### src/rtl/hint_calculator_if.sv
// Request/response bundle between the board logic and hint_calculator.
// The win flag exists only when HINT_EARLY_WIN_EN is defined.
interface hint_calculator_if #(
    parameter int N_MAX   = 20,
    parameter int COLOR_W = 5,
    parameter int POS_W   = 5
);
    logic                               start;
    logic [POS_W-1:0]                   pins_count;
    logic [0:N_MAX-1][COLOR_W-1:0]      guess;
    logic [0:N_MAX-1][COLOR_W-1:0]      secret;
    logic                               busy;
    logic                               done;
    logic [POS_W-1:0]                   green;
    logic [POS_W-1:0]                   yellow;
    logic [N_MAX-1:0]                   analyzed_guess;
    logic [N_MAX-1:0]                   analyzed_secret;
`ifdef HINT_EARLY_WIN_EN
    logic                               win;

    modport master (
        output start, pins_count, guess, secret,
        input  busy, done, green, yellow, analyzed_guess, analyzed_secret, win
    );
    modport slave (
        input  start, pins_count, guess, secret,
        output busy, done, green, yellow, analyzed_guess, analyzed_secret, win
    );
`else
    modport master (
        output start, pins_count, guess, secret,
        input  busy, done, green, yellow, analyzed_guess, analyzed_secret
    );
    modport slave (
        input  start, pins_count, guess, secret,
        output busy, done, green, yellow, analyzed_guess, analyzed_secret
    );
`endif
endinterface

### src/rtl/hint_calculator.sv
// Mastermind hint engine: one-pin-per-clock green pass then yellow pass.
// Optional macro HINT_EARLY_WIN_EN adds the win flag and skips YELLOW on an all-green guess.
module hint_calculator #(
    parameter int N_MAX   = 20,
    parameter int COLOR_W = 5,
    parameter int POS_W   = 5
) (
    input  logic              clk,
    input  logic              reset,
    hint_calculator_if.slave  bus
);
    typedef enum logic [1:0] {IDLE, GREEN, YELLOW, DONE} state_t;

    localparam logic [POS_W-1:0] N_MAX_CNT = POS_W'(N_MAX);
    localparam logic [POS_W-1:0] ONE       = POS_W'(1);

    state_t                         state_reg, state_next;
    logic [0:N_MAX-1][COLOR_W-1:0]  guess_reg, guess_next;
    logic [0:N_MAX-1][COLOR_W-1:0]  secret_reg, secret_next;
    logic [POS_W-1:0]               n_reg, n_next;
    logic [POS_W-1:0]               idx_reg, idx_next;
    logic [POS_W-1:0]               green_reg, green_next;
    logic [POS_W-1:0]               yellow_reg, yellow_next;
    logic [N_MAX-1:0]               ag_reg, ag_next;
    logic [N_MAX-1:0]               as_reg, as_next;
    logic                           busy_reg, busy_next;
    logic                           done_reg, done_next;
`ifdef HINT_EARLY_WIN_EN
    logic                           win_reg, win_next;
`endif

    logic [POS_W-1:0]               n_clamped;
    logic [COLOR_W-1:0]             cur_guess;
    logic                           pin_eq;
    logic                           last_idx;
    logic [POS_W-1:0]               green_after;
    logic [N_MAX-1:0]               cand;
    logic                           found;
    logic [POS_W-1:0]               j_sel;

    assign n_clamped   = (bus.pins_count > N_MAX_CNT) ? N_MAX_CNT : bus.pins_count;
    assign cur_guess   = guess_reg[idx_reg];
    assign pin_eq      = (cur_guess == secret_reg[idx_reg]);
    assign last_idx    = (idx_reg == (n_reg - ONE));
    assign green_after = green_reg + POS_W'(pin_eq);

    // Secret slots still free to pair with the current guess pin; slots >= N never qualify.
    generate
        for (genvar gi = 0; gi < N_MAX; gi++) begin : g_cand
            assign cand[gi] = (POS_W'(gi) < n_reg) && !as_reg[gi] &&
                              (secret_reg[gi] == cur_guess);
        end
    endgenerate

    // Lowest-index candidate wins so duplicate colours are consumed left to right.
    always_comb begin
        found = 1'b0;
        j_sel = '0;
        for (int j = N_MAX - 1; j >= 0; j--) begin
            if (cand[j]) begin
                found = 1'b1;
                j_sel = POS_W'(j);
            end
        end
    end

    always_comb begin
        state_next  = state_reg;
        guess_next  = guess_reg;
        secret_next = secret_reg;
        n_next      = n_reg;
        idx_next    = idx_reg;
        green_next  = green_reg;
        yellow_next = yellow_reg;
        ag_next     = ag_reg;
        as_next     = as_reg;
`ifdef HINT_EARLY_WIN_EN
        win_next    = win_reg;
`endif
        case (state_reg)
            IDLE: begin
                if (bus.start) begin
                    guess_next  = bus.guess;
                    secret_next = bus.secret;
                    n_next      = n_clamped;
                    idx_next    = '0;
                    green_next  = '0;
                    yellow_next = '0;
                    ag_next     = '0;
                    as_next     = '0;
`ifdef HINT_EARLY_WIN_EN
                    win_next    = 1'b0;
`endif
                    state_next  = (n_clamped == '0) ? DONE : GREEN;
                end
            end
            GREEN: begin
                if (pin_eq) begin
                    green_next       = green_after;
                    ag_next[idx_reg] = 1'b1;
                    as_next[idx_reg] = 1'b1;
                end
                if (last_idx) begin
                    idx_next = '0;
`ifdef HINT_EARLY_WIN_EN
                    state_next = (green_after == n_reg) ? DONE : YELLOW;
`else
                    state_next = YELLOW;
`endif
                end else begin
                    idx_next = idx_reg + ONE;
                end
            end
            YELLOW: begin
                if (!ag_reg[idx_reg] && found) begin
                    yellow_next      = yellow_reg + ONE;
                    ag_next[idx_reg] = 1'b1;
                    as_next[j_sel]   = 1'b1;
                end
                if (last_idx) begin
                    idx_next   = '0;
                    state_next = DONE;
                end else begin
                    idx_next = idx_reg + ONE;
                end
            end
            DONE: begin
                state_next = IDLE;
            end
            default: begin
                state_next = IDLE;
            end
        endcase

        busy_next = (state_next != IDLE);
        done_next = (state_next == DONE);
`ifdef HINT_EARLY_WIN_EN
        if (state_next == DONE) begin
            win_next = (green_next == n_next) && (n_next != '0);
        end
`endif
    end

    always_ff @(posedge clk) begin
        if (reset) begin
            state_reg <= IDLE;
        end else begin
            state_reg <= state_next;
        end
    end

    always_ff @(posedge clk) begin
        if (reset) begin
            guess_reg  <= '0;
            secret_reg <= '0;
            n_reg      <= '0;
            idx_reg    <= '0;
            green_reg  <= '0;
            yellow_reg <= '0;
            ag_reg     <= '0;
            as_reg     <= '0;
            busy_reg   <= 1'b0;
            done_reg   <= 1'b0;
`ifdef HINT_EARLY_WIN_EN
            win_reg    <= 1'b0;
`endif
        end else begin
            guess_reg  <= guess_next;
            secret_reg <= secret_next;
            n_reg      <= n_next;
            idx_reg    <= idx_next;
            green_reg  <= green_next;
            yellow_reg <= yellow_next;
            ag_reg     <= ag_next;
            as_reg     <= as_next;
            busy_reg   <= busy_next;
            done_reg   <= done_next;
`ifdef HINT_EARLY_WIN_EN
            win_reg    <= win_next;
`endif
        end
    end

    assign bus.busy            = busy_reg;
    assign bus.done            = done_reg;
    assign bus.green           = green_reg;
    assign bus.yellow          = yellow_reg;
    assign bus.analyzed_guess  = ag_reg;
    assign bus.analyzed_secret = as_reg;
`ifdef HINT_EARLY_WIN_EN
    assign bus.win             = win_reg;
`endif

endmodule

### src/flat_wrapper.sv
// flat-port wrapper written by rule: the top's interface ports become plain ports
module hint_calculator_flat 
#(
    parameter int N_MAX   = 20,
    parameter int COLOR_W = 5,
    parameter int POS_W   = 5
)
  (clk, reset, bus_start, bus_pins_count, bus_guess, bus_secret, bus_busy, bus_done, bus_green, bus_yellow, bus_analyzed_guess, bus_analyzed_secret);
  hint_calculator_if #(.N_MAX(N_MAX), .COLOR_W(COLOR_W), .POS_W(POS_W)) bus_i ();
  input  logic clk;
  input  logic reset;
  input wire logic [$bits(bus_i.start)-1:0] bus_start;
  input wire logic [$bits(bus_i.pins_count)-1:0] bus_pins_count;
  input wire logic [$bits(bus_i.guess)-1:0] bus_guess;
  input wire logic [$bits(bus_i.secret)-1:0] bus_secret;
  output wire logic [$bits(bus_i.busy)-1:0] bus_busy;
  output wire logic [$bits(bus_i.done)-1:0] bus_done;
  output wire logic [$bits(bus_i.green)-1:0] bus_green;
  output wire logic [$bits(bus_i.yellow)-1:0] bus_yellow;
  output wire logic [$bits(bus_i.analyzed_guess)-1:0] bus_analyzed_guess;
  output wire logic [$bits(bus_i.analyzed_secret)-1:0] bus_analyzed_secret;
  assign bus_i.start = bus_start;
  assign bus_i.pins_count = bus_pins_count;
  assign bus_i.guess = bus_guess;
  assign bus_i.secret = bus_secret;
  assign bus_busy = bus_i.busy;
  assign bus_done = bus_i.done;
  assign bus_green = bus_i.green;
  assign bus_yellow = bus_i.yellow;
  assign bus_analyzed_guess = bus_i.analyzed_guess;
  assign bus_analyzed_secret = bus_i.analyzed_secret;
  hint_calculator #(.N_MAX(N_MAX), .COLOR_W(COLOR_W), .POS_W(POS_W)) u_core (.clk(clk), .reset(reset), .bus(bus_i));
endmodule
### config.mk
export PLATFORM = sky130hd
export DESIGN_NAME = hint_calculator_flat
export DESIGN_NICKNAME = d
export VERILOG_FILES = /design/src/rtl/hint_calculator_if.sv /design/src/rtl/hint_calculator.sv /design/src/flat_wrapper.sv
export SDC_FILE = /design/constraint.sdc
export NUM_CORES = 1
export LEC_CHECK = 0
export CELL_PAD_IN_SITES_DETAIL_PLACEMENT = 1
export CELL_PAD_IN_SITES_GLOBAL_PLACEMENT = 1
export CORE_ASPECT_RATIO = 1.4
export CORE_MARGIN = 4
export CORE_UTILIZATION = 40
export CTS_BUF_LIST = sky130_fd_sc_hd__clkbuf_8
export DETAILED_ROUTE_END_ITERATION = 10
export GPL_TIMING_DRIVEN = 0
export PLACE_DENSITY = 0.79
export SYNTH_ARGS = -nofsm -noshare
export SYNTH_HDL_FRONTEND = slang
export SYNTH_SLANG_ARGS = --single-unit
export TNS_END_PERCENT = 30
### constraint.sdc
create_clock -name clk -period 4.3 [get_ports clk]
set_clock_uncertainty 0.15 [all_clocks]
set_input_delay 0.86 -clock clk [delete_from_list [all_inputs] [get_ports clk]]
set_output_delay 0.86 -clock clk [all_outputs]
set_load 0.02 [all_outputs]
==> flow_summary.yaml, run 1 <==
outcome:
  status: "completed"
power_and_ir_drop:
  vdd.ir_drop.worst_v: 0.0002156
  sw_frac_of_total: 0.4128
  powerDensity_mw_per_mm2: 545.5
  combPwrFrac: 0.464
  internal-power_mw: 6.080
  power_mw: 10.35
  switching_power_mw: 4.273
  pwr-share-seq: 0.318
  power_frac_clock: 0.218
  leakagePower_nw: 7.209
global_route:
  grt_max_degree: 12
  grt_pass1_wl_mm: 89.29
  track_usage: 0.2983
  grt_pass1_vias: 15455
  antenna_found_initial: 2
  grt-ovfl-total: 0
logic_synthesis:
  synth.distinct_cells: 90
  ys_warn_count: 0
  async_reset_ff_frac: 0
  syn_avg_cell_area_um2: 8.299
  ys_ff_latch: 264
  ys_seq_area_frac: 0.3777
  synth_ff_type: "dfxtp_1"
  syn-num-nets: 1907
  synthCells: 1686
  synth_area_mm2: 0.01399
  synth-edff-count: 0
floorplan:
  die_w_um: 166.1
  start_util: 0.4075
  core_area_mm2: 0.03433
  die_y_um: 229.3
  ioPinCount: 260
  rows: 80
  die_area_mm2: 0.03808
setup_path:
  cp_max_fo: 10
  path_class: "reg -> reg"
  critPathLaunchType: "flop"
  cp.arrival_ps: 4580
  crit_path_end_kind: "flop"
  cp-startpoint: "u_core.idx_reg[1]"
  required_ps: 4600
  worstReg2RegStart: "u_core.idx_reg[1]"
timing:
  whs_ps: 304.3
  slew_viol_final: 0
  setup-violations-final: 0
  hold_violations: 0
  maxSlewHeadroom: 0.2966
  fmaxAchievable_ghz: 0.2340
  final.setup.tns_ps: 0
  tightest_slew_ps: 1045
  period_share: 0.9938
  layout_min_cycle_time_ps: 4273
clocking:
  numClockSinks: 264
  tritoncts: "built"
  path_clk_slew_ps: 60
  clock_path_buffers: 3
  cts_max_level: 2
  cts_root_buf: "clkbuf_8"
  insertion_delay_ps: 580
  postCtsHoldBufs: 0
  cts_buffers: 43
detailed_routing:
  drc: 0
  routed-via-count: 14467
  via_per_inst: 5.755
  routed_wl_mm: 59.87
  drtIter0Drc: 961
  dr.pass1.iters: 5
  avgRoutedWirePerCell_um: 23.81
  postRouteAntennaNets: 0
min_path:
  hold_start: "u_core.guess_reg[32]"
  hp-class: "reg -> reg"
cells_and_area:
  n_fill_cell: 4065
  drive_gt1_frac: 0.1348
  seqCellArea_mm2: 0.005294
  area_growth_pct: 35.65
  nets: 2253
  multiInputGateArea_mm2: 0.008342
job:
  cap_viol_max_count: 0
placed_design:
  io_buffer_count: 258
  place_hpwl_mm: 44.85
  gp_congestion: 0.9350
-- final cells by class --
cell class                 instances  area share
clock buffer                      52     0.03771
multi-input combinational       1265      0.4395
buffer                           132     0.04265
antenna                            1   0.0001318
timing repair buffer             303      0.1585
tap                              451     0.02973
inverter                          23    0.004548
sequential                       264      0.2789
clock inverter                    23    0.008306
-- metrics by stage --
step                instances  instance area, um2  utilization  setup slack, ps
detailed placement       2395               17140       0.4992           -819.7
global placement         2395               17140       0.4992           -725.8
CTS                      2499               18640       0.5429           0.4321
finish                   2514               18980       0.5528            26.83
floorplan                1686               13990            -            493.1
global route             2513               18980       0.5528           -33.22
-- placed cells by master (no fill, tap or decap), types with 14 or more instances in the layout --
cell and n:
mux4_2 44, clkbuf_8 53, o21a_1 16, o21ai_1 19, a31oi_1 14, xnor2_1 36
xor2_1 39, a21o_1 18, o21ai_0 31, mux2i_1 23, buf_4 45, clkbuf_1 76
or3_1 15, nor3_1 21, and3_1 16, inv_1 34, nand2_1 432, a21oi_1 229
nand3_1 44, dfxtp_1 261, clkdlybuf4s50_1 258, nand4_1 15, nor2_1 29
-- critical path: stages, from the launching register on --
cell and delay, ps:
dfxtp_4 420, buf_4 130, mux4_1 580, a22oi_2 320, o2111ai_4 250, buf_12 250, xnor2_1 150, nand3_1 130
or4_4 580, nand4_1 130, buf_6 140, nor4_4 50, a221o_2 480, nand4b_1 260, o21ai_1 120
-- final timing paths --
| path | endpoint | slack, ps | cells after the start |
|---|---|---|---|
| max | u_core.bus.analyzed_secret[12] | 30 | 14 |
| min | u_core.guess_reg[32] | 300 | 2 |
| max reg2reg | u_core.bus.analyzed_secret[12] | 30 | 14 |
| min reg2reg | u_core.guess_reg[32] | 300 | 2 |
-- kinds of logic after synthesis --
group | share of synthesized area
AO/OA/AOI/OAI | 0.1905
AND/OR/NAND/NOR | 0.2231
flip-flops | 0.3777
adder cells (fa/ha/maj) | 0.01163
buffers and inverters | 0.05312
multiplexers | 0.09702
XOR/XNOR | 0.04695
-- cells in the mapped netlist, types with 5 or more instances --
| master | number | area share |
|---|---|---|
| xor2_1 | 39 | 0.024 |
| a22oi_1 | 11 | 0.0059 |
| and2_1 | 10 | 0.0045 |
| nor3b_1 | 6 | 0.0032 |
| nor3_1 | 22 | 0.0079 |
| a21boi_1 | 10 | 0.0054 |
| o21a_1 | 16 | 0.0086 |
| mux2i_1 | 28 | 0.020 |
| clkbuf_1 | 90 | 0.024 |
| buf_1 | 11 | 0.0030 |
| nor4_1 | 6 | 0.0027 |
| o21ai_0 | 34 | 0.012 |
| nand4_1 | 15 | 0.0067 |
| xnor2_1 | 36 | 0.023 |
| dfxtp_1 | 264 | 0.38 |
| o21ai_1 | 16 | 0.0057 |
| or4_1 | 10 | 0.0054 |
| buf_2 | 19 | 0.0068 |
| or2_2 | 5 | 0.0022 |
| a21boi_0 | 6 | 0.0032 |
| inv_1 | 21 | 0.0056 |
| buf_6 | 8 | 0.0064 |
| ha_1 | 13 | 0.012 |
| mux4_1 | 5 | 0.0094 |
| o22ai_1 | 5 | 0.0022 |
| nor2b_1 | 11 | 0.0049 |
| o211a_1 | 13 | 0.0093 |
| a221o_1 | 5 | 0.0036 |
| a21o_1 | 18 | 0.0097 |
| a31oi_1 | 14 | 0.0063 |
| or3_1 | 15 | 0.0067 |
| and3_1 | 17 | 0.0076 |
| nand3_1 | 44 | 0.016 |
| nand2_1 | 436 | 0.12 |
| mux4_2 | 42 | 0.068 |
| o211ai_1 | 12 | 0.0064 |
| nand2b_1 | 9 | 0.0040 |
| nor2_1 | 30 | 0.0080 |
| a21oi_1 | 230 | 0.082 |
-- power by group through the flow --
stage                     combinational, mW  sequential, mW  clock [mW]
after global routing                   5.11            3.33        2.38
after floorplan                        2.69            3.17           0
final                                  4.81            3.29        2.25
after CTS                              4.46            3.26        2.27
after global placement                 3.90            3.28           0
after detailed placement               4.02            3.31           0
-- timing repair --
action                     4_1_cts  5_1_grt
buffers inserted                25       14
setup endpoints to repair       50       43
cloned                           5        2
resized for setup               98       46
pin swaps                       22       26
-- per-layer routing --
metal,GRT usage,part of all wire
met5,0,0.00033
met2,0.5502,0.52
met1,0.3251,0.37
met4,0.1651,0.064
met3,0.04468,0.052
(Power assumes the default switching activity.)
==> inputs of run 2 (changes only) <==
--- a/config.mk
+++ b/config.mk
@@ -13,6 +13,7 @@
 export CTS_BUF_LIST = sky130_fd_sc_hd__clkbuf_8
 export DETAILED_ROUTE_END_ITERATION = 10
 export GPL_TIMING_DRIVEN = 0
+export MAX_ROUTING_LAYER = met4
 export PLACE_DENSITY = 0.79
 export SYNTH_ARGS = -nofsm -noshare
 export SYNTH_HDL_FRONTEND = slang
==> run 2 against run 1 <==
Via count is 1.5% higher; fmax decreased by 1.4%; total power increased by 1.2%; largest power group unchanged; worst hold slack gained 5.6 ps; critical path type unchanged; clock-buffer cell count rose by 1; non-clock buffer count increased by 6; worst setup slack worse by 59 ps; sequential power about the same; the run now ends with negative setup slack left; sequential cell count unchanged; sequential share of layout area decreased by 0.33 points; utilization up 0.67 points; wire length increased by 1.4%.
==> flow_summary.yaml, run 2 (synthesis results as in run 1) <==
timing:
  slew_viol_final: 0
  worst_slack_ps: -31.85
  period_share: 1.007
  setup-violations-final: 28
  layout_min_cycle_time_ps: 4332
  fmaxAchievable_ghz: 0.2308
  maxSlewHeadroom: 0.2973
  rsz0062_at_grt: "yes"
  hold_violations: 0
  tightest_slew_ps: 1044
detailed_routing:
  routed_wl_mm: 60.73
  avgRoutedWirePerCell_um: 24.09
  routed-via-count: 14684
  drc: 0
  drtIter0Drc: 849
  postRouteAntennaNets: 0
  dr.pass1.iters: 5
  via_per_inst: 5.825
clocking:
  path_clk_slew_ps: 60
  postCtsHoldBufs: 0
  cts_root_buf: "clkbuf_8"
  clock_path_buffers: 3
  cts_max_level: 2
  insertion_delay_ps: 570
  cts_buffers: 43
  tritoncts: "built"
  numClockSinks: 264
floorplan:
  core_area_mm2: 0.03433
  die_area_mm2: 0.03808
  die_y_um: 229.3
  ioPinCount: 260
  start_util: 0.4075
  die_w_um: 166.1
  rows: 80
cells_and_area:
  fin_cells: 2521
  nets: 2260
  multiInputGateArea_mm2: 0.008498
  final_common_cell: "nand2_1"
  n_fill_cell: 4067
  final_cell_area_mm2: 0.01921
  layout_common_cells: "432 x nand2_1, 261 x dfxtp_1, 258 x clkdlybuf4s50_1, 228 x a21oi_1, 76 x clkbuf_1"
  area_growth_pct: 37.29
  drive_gt1_frac: 0.1461
  seqCellArea_mm2: 0.005294
setup_path:
  crit_path_end_kind: "flop"
  reg2reg_slack_ps: -30
  cp_max_fo: 6
  worst_r2r_endpoint: "u_core.bus.analyzed_secret[18]"
  r2r_cells: 14
  path_class: "reg -> reg"
  cp.arrival_ps: 4690
  worstReg2RegStart: "u_core.idx_reg[0]"
  required_ps: 4650
  critPathLaunchType: "flop"
global_route:
  antenna_found_initial: 2
  grt-ovfl-total: 0
  grt_pass1_wl_mm: 89.04
  grt_max_degree: 12
  grt_pass1_vias: 15354
  track_usage: 0.3058
placed_design:
  place_area_mm2: 0.01714
  io_buffer_count: 258
  place_hpwl_mm: 44.77
  gp_congestion: 0.9466
  dp_cells: 2395
power_and_ir_drop:
  power_frac_clock: 0.211
  combPwrFrac: 0.473
  powerDensity_mw_per_mm2: 545.5
  internal-power_mw: 6.126
  sw_frac_of_total: 0.4154
  pwr-share-seq: 0.316
  vdd.ir_drop.worst_v: 0.0002581
  leakagePower_nw: 7.270
  switching_power_mw: 4.353
min_path:
  holdPathEnd: "u_core.guess_reg[54]"
  hp-class: "reg -> reg"
  hold_start: "u_core.guess_reg[54]"
  whs_path_depth: 2
job:
  cap_viol_max_count: 0
outcome:
  failed_checks: "negative setup slack"
  status: "complete, but fails checks"
==> run 2: cell count changes in the layout (fill, tap and decap cells not counted), sizes merged <==
cell      delta
o2bb2ai      +1
diode        +2
bufbuf       +1
clkinvlp     -2
buf          +4
clkbuf       +2
bufinv       -1
==> run 2: worst max-delay path by stage <==
stage                            from  cells past startpoint                              to
detailed placement  u_core.idx_reg[4]                     15    u_core.bus.analyzed_guess[1]
global route        u_core.idx_reg[1]                     16    u_core.bus.analyzed_guess[7]
CTS                 u_core.idx_reg[0]                     16   u_core.bus.analyzed_secret[0]
global placement    u_core.idx_reg[1]                     15   u_core.bus.analyzed_secret[9]
finish              u_core.idx_reg[0]                     14  u_core.bus.analyzed_secret[18]
floorplan           u_core.idx_reg[0]                     16   u_core.bus.analyzed_secret[9]
==> run 2: repair_timing <==
item,4_1_cts,5_1_grt
cloned,1,8
endpoints found under the setup margin,48,45
resized for setup,95,82
buffers inserted,18,25
pin swaps,16,35
==> run 2: cell type report <==
| cell class | instances | share of cell area |
|---|---|---|
| timing repair buffer | 308 | 0.1600 |
| antenna | 3 | 0.0003908 |
| clock inverter | 20 | 0.006123 |
| clock buffer | 53 | 0.03797 |
| multi-input combinational | 1266 | 0.4424 |
| inverter | 23 | 0.004494 |
| buffer | 133 | 0.04370 |
| tap | 451 | 0.02938 |
| sequential | 264 | 0.2756 |
==> run 2: critical path, stage by stage, from the launching register on <==
cell	delay, ps
dfxtp_4	370
buf_12	140
buf_12	150
mux4_2	550
a22oi_2	260
o2111ai_4	260
buf_12	250
xnor2_2	140
nand3_1	130
a2111o_1	460
nor4b_4	160
a2111oi_4	560
nor2_2	130
or3_4	380
o21ai_1	160
==> run 2: metrics by stage <==
step             util  hold WS, ps  worst slack (ps)  TNS [ps]  total power, mW
2_1_floorplan       -        281.5             493.1         0            5.863
3_3_place_gp   0.4992        287.9            -769.9    -31100            7.195
3_5_place_dp   0.4992        296.3            -778.4    -31390            7.322
4_1_cts        0.5394        305.5            -2.842    -3.326            9.896
5_1_grt        0.5594        327.3            -142.8     -3865            10.94
6_report       0.5595        309.9            -31.85    -406.6            10.48
==> run 2: power groups by stage <==
stage,clock [mW],sequential (mW),combinational [mW]
after floorplan,0,3.17,2.69
after global placement,0,3.28,3.91
after detailed placement,0,3.31,4.01
after CTS,2.24,3.27,4.39
after global routing,2.36,3.34,5.25
final,2.21,3.31,4.96
==> run 2: routing by layer <==
layer	up-vias	wire, um	track usage	share of wire
met3	193	3322	0.04209	0.055
met2	633	31490	0.5529	0.52
li1	6633	-	-	-
met5	-	0	-	0
met4	0	3795	0.1558	0.062
met1	7225	22120	0.3249	0.36
